`config.mk`:
```
export PLATFORM = sky130hd
export DESIGN_NAME = botao_condicionador
export DESIGN_NICKNAME = d
export VERILOG_FILES = /design/src/rtl/botao_condicionador.sv
export SDC_FILE = /design/constraint.sdc
export NUM_CORES = 1
export LEC_CHECK = 0
export BUFFER_PORTS_ARGS = -buffer_cell sky130_fd_sc_hd__buf_2
export CORE_MARGIN = 5
export CORE_UTILIZATION = 25
export DETAILED_ROUTE_END_ITERATION = 10
export PLACE_DENSITY_LB_ADDON = 0.25
export SYNTH_ARGS = -nofsm -noshare
export SYNTH_HDL_FRONTEND = slang
export SYNTH_SLANG_ARGS = --single-unit
```
`constraint.sdc`:
```
create_clock -name clk -period 2.3 [get_ports clk]
set_input_delay 0 -clock clk [delete_from_list [all_inputs] [get_ports clk]]
set_output_delay 0 -clock clk [all_outputs]
set_load 0.01 [all_outputs]
```
`src/rtl/botao_condicionador.sv`:
```
// Push-button conditioner: 2-flop synchronizer, debounce FSM, toggle level and press pulse.
// Optional auto-repeat while held is enabled by defining AUTOREPEAT_EN.
//
// state        | meaning
// SOLTO        | button released and stable, estavel=0
// CONFIRMA_P   | s2 went high, counting stable cycles before accepting the press
// PRESSIONADO  | button pressed and stable, estavel=1
// CONFIRMA_S   | s2 went low, counting stable cycles before accepting the release
module botao_condicionador #(
  parameter int unsigned DEBOUNCE_CYCLES = 50000,
  parameter int unsigned CNT_W           = 16,
  parameter int unsigned REPEAT_CYCLES   = 500000
) (
  input  logic clk,
  input  logic rst_n,
  input  logic botao_raw,
  output logic botao,
  output logic estavel,
  output logic pulso
);

  typedef enum logic [1:0] {
    SOLTO       = 2'd0,
    CONFIRMA_P  = 2'd1,
    PRESSIONADO = 2'd2,
    CONFIRMA_S  = 2'd3
  } state_t;

  state_t           state_q;
  logic             s1_q;
  logic             s2_q;
  logic [CNT_W-1:0] cnt_q;
  logic             botao_q;
  logic             estavel_q;
  logic             pulso_q;
  logic             cnt_last;

  assign cnt_last = (cnt_q == CNT_W'(DEBOUNCE_CYCLES - 1));

`ifdef AUTOREPEAT_EN
  localparam int unsigned REP_W = $clog2(REPEAT_CYCLES + 1);
  logic [REP_W-1:0] rep_q;
  logic             rep_last;
  assign rep_last = (rep_q == REP_W'(REPEAT_CYCLES - 1));
`else
  localparam int unsigned UNUSED_REPEAT = REPEAT_CYCLES;
`endif

  always_ff @(posedge clk or negedge rst_n) begin
    if (!rst_n) begin
      state_q   <= SOLTO;
      s1_q      <= 1'b0;
      s2_q      <= 1'b0;
      cnt_q     <= '0;
      botao_q   <= 1'b0;
      estavel_q <= 1'b0;
      pulso_q   <= 1'b0;
`ifdef AUTOREPEAT_EN
      rep_q     <= '0;
`endif
    end else begin
      s1_q    <= botao_raw;
      s2_q    <= s1_q;
      pulso_q <= 1'b0;
      case (state_q)
        SOLTO: begin
          estavel_q <= 1'b0;
          if (s2_q) begin
            state_q <= CONFIRMA_P;
            cnt_q   <= '0;
          end
        end
        CONFIRMA_P: begin
          if (!s2_q) begin
            state_q <= SOLTO;
            cnt_q   <= '0;
          end else if (cnt_last) begin
            state_q   <= PRESSIONADO;
            cnt_q     <= '0;
            estavel_q <= 1'b1;
            botao_q   <= ~botao_q;
            pulso_q   <= 1'b1;
`ifdef AUTOREPEAT_EN
            rep_q     <= '0;
`endif
          end else begin
            cnt_q <= cnt_q + 1'b1;
          end
        end
        PRESSIONADO: begin
          estavel_q <= 1'b1;
          if (!s2_q) begin
            state_q <= CONFIRMA_S;
            cnt_q   <= '0;
`ifdef AUTOREPEAT_EN
            rep_q   <= '0;
`endif
          end
`ifdef AUTOREPEAT_EN
          // Held button: wrap the repeat counter and emit another press.
          else if (rep_last) begin
            rep_q   <= '0;
            pulso_q <= 1'b1;
            botao_q <= ~botao_q;
          end else begin
            rep_q <= rep_q + 1'b1;
          end
`endif
        end
        CONFIRMA_S: begin
          if (s2_q) begin
            state_q <= PRESSIONADO;
            cnt_q   <= '0;
`ifdef AUTOREPEAT_EN
            rep_q   <= '0;
`endif
          end else if (cnt_last) begin
            state_q   <= SOLTO;
            cnt_q     <= '0;
            estavel_q <= 1'b0;
          end else begin
            cnt_q <= cnt_q + 1'b1;
          end
        end
        default: begin
          state_q <= SOLTO;
          cnt_q   <= '0;
        end
      endcase
    end
  end

  assign botao   = botao_q;
  assign estavel = estavel_q;
  assign pulso   = pulso_q;

endmodule

```
==> run metrics <==
Setup TNS Final=0 ps; vias in the first global route=945; top cell type by total area after synthesis=dfrtp_1; setup ws final=122 ps; first-pass GRT wire length=4600 um; dpl cell area=0.00133 sq mm; dominant cells by area after synthesis=dfrtp_1 47%, ha_1 5.1%, xnor2_1 4.3%, nor2_1 3.7%, nand2_1 3.1%; Placer Congestion=0.808; minimum clock period=2180 ps; Port-buffer cells=5; Hold Crit Class=in2async; Slew @ Worst Pin=534 ps; final cell count without fillers=203; Crit path max-delay family=simple AND/OR/NAND/NOR gates; clk buf depth=2; Static Leak=0.562 nW; Yosys top cell area share=46.8%; clock buffer count from CTS=3; core area=0.00475 sq mm; die area=0.00642 sq mm; pin count of the biggest net entering global routing=24; status=complete, no violations; startpoint types=register; Most used DFF post-synth=dfrtp_1; FP Rows=25; Chip Width=80.1 um; post-DR vias/cell=4.77; CP Max Fanout=7; WL/cell=13.0 um; maximum VDD drop=0.356 mV; relative max-transition margin=64.4%; Starting Density=25.9%; routed wire length=2640 um; share of cells above drive strength 1=11.8%; total grt overflow=0; Slowest-stage cell, CP=or4_1; CP required=2500 ps; Syn-to-layout area delta=14.2%; post-route cell area=0.00141 sq mm; Distinct cells, synth=33; Iter 0 DRT Violations=70; P per Cell Area=879 mW/mm^2; cell area after synthesis=0.00123 sq mm; skew final=6.72 ps; pre-CTS setup slack=88.5 ps; Crit path largest cell delay=510 ps; CP Buf/Inv Count=1; Pins Over Slew Limit=0; most frequent cells after synthesis=23 x dfrtp_1, 12 x nor2_1, 10 x nand2_1; #FFs+latches synth=23; Mapped Avg Cell Area=9.68 sq um; Setup violations, final=0; DRC=0; post-CTS setup buffer count=0; WP data arrival=2380 ps; routed via count=969; Seq/Total Area, Yosys=46.8%; Max Cap Viol=0; Global Route Usage Sum=9.31%; CP cell instances=inv_1, ha_1, mux2_4, or3_4, or4_1, a21oi_1; antenna diode count=0; top-count cell post-synth=dfrtp_1; initial antenna violation count=0; Mapped Cells=127; period utilization=94.7%; ANT nets after route=0; CTS HTree Levels=1; Die H=80.1 um; root buffer cell=clkbuf_8; RSZ-0062 raised after global routing=no; dpl hpwl=1880 um; final hold violations=0; Clock Latency Late Sink=270 ps; Reg clk slew, reported paths=90 ps; Max Clock Freq=459 MHz; dpl cells=197; number of synthesized flops with an enable pin=0; First-pass DRT Iterations=4; Setup CP Type=reg2reg; nets=145; clk sinks=23; Synth Net Count=135; Synth Warn #=0; IO Pins=6; Critical Path End Type=register; TritonCTS clock tree=done; share of synthesized registers carrying an async set or reset=100%
[final timing paths]
check / depth (start not counted) / start / slack, ps / end
setup / recovery: 6 / state_q[0] / 120 / cnt_q[15]
min in group clk: 0 / s1_q / 360 / s2_q
max in group asynchronous: 2 / rst_n / 1710 / cnt_q[6]
hold reg to reg: 0 / s1_q / 360 / s2_q
setup reg to reg: 6 / state_q[0] / 120 / cnt_q[15]
hold / removal: 2 / rst_n / 230 / botao
[per-stage QoR]
stage | utilization (%) | hold WS, ps | power (W)
after floorplan | - | -296 | 0.000827
after global placement | 28.1 | 4.77 | 0.000963
after detailed placement | 28.1 | 14.9 | 0.000981
after CTS | 29.4 | 249 | 0.00125
after global routing | 29.6 | 277 | 0.00134
final | 29.6 | 229 | 0.00123
[cells in the final DEF, fill, tap and decap left out, types with 2 or more instances in the layout]
cell	instances
o22ai_1	2
ha_1	5
buf_2	5
o311ai_0	2
a21oi_1	7
nand2b_1	4
buf_4	3
inv_1	7
nand4_1	4
nor4_1	3
nor2_1	12
o31ai_1	2
nor4bb_1	2
mux2i_1	3
xnor2_1	6
dlygate4sd3_1	2
nand3_1	7
o21ai_0	4
or4_1	3
nand2_1	10
dfrtp_1	23
nor3_1	4
clkbuf_8	3
[sequential cells by signal (all words and copies together) (netlist names), named ones only]
name,count
botao,1
estavel,1
s1_q,1
state_q,1
cnt_q,16
s2_q,1
pulso,1
[final cells by class]
class                   count  area (sq um)
clock buffers               3          41.3
inverters                   7          26.3
repair buffers             10          67.6
well taps                  67          83.8
multi-input cells          92           606
fillers                   519          3350
flip-flops and latches     23           576
clock inverters             1          5.00
[where the power goes]
group          internal (W)  switching, W  leakage, nW
Combinational      0.000195      0.000285        0.227
Sequential         0.000451     0.0000398        0.309
Clock              0.000121      0.000142       0.0255
Total              0.000767      0.000467        0.562
[logic make-up (layout without fill, tap and decap cells)]
family                   Yosys count  after routing  synth area share [%]
AO/OA/AOI/OAI                     20             20                  10.2
XOR/XNOR                           7              7                  4.98
adder cells (fa/ha/maj)            5              5                  5.09
buffers and inverters             12             21                  4.37
flip-flops                        23             23                  46.8
multiplexers                       5              5                  4.58
AND/OR/NAND/NOR                   55             55                  24.0
[worst register-to-register path: stages, from the launching register on]
cell	delay, ps
dfrtp_1	390
inv_1	100
ha_1	230
mux2_4	270
or3_4	430
or4_1	510
a21oi_1	180
[per-layer routing]
layer | global-route usage [%] | part of all wire, % | vias to the layer above | routed length (um)
met2 | 14.9 | 47 | 13 | 1240
li1 | - | - | 477 | -
met3 | 3.03 | 3.7 | 4 | 98
met1 | 11.6 | 48 | 475 | 1260
met4 | 3.55 | 1.7 | 0 | 45
met5 | 0 | 0 | - | 0
[what timing repair did]
item                       4_1_cts  5_1_grt
gates resized for setup          0        1
hold buffers                     2        0
setup endpoints to repair        0        1
hold endpoints to repair        24        0
No activity file was read; power rests on OpenSTA's default activity.
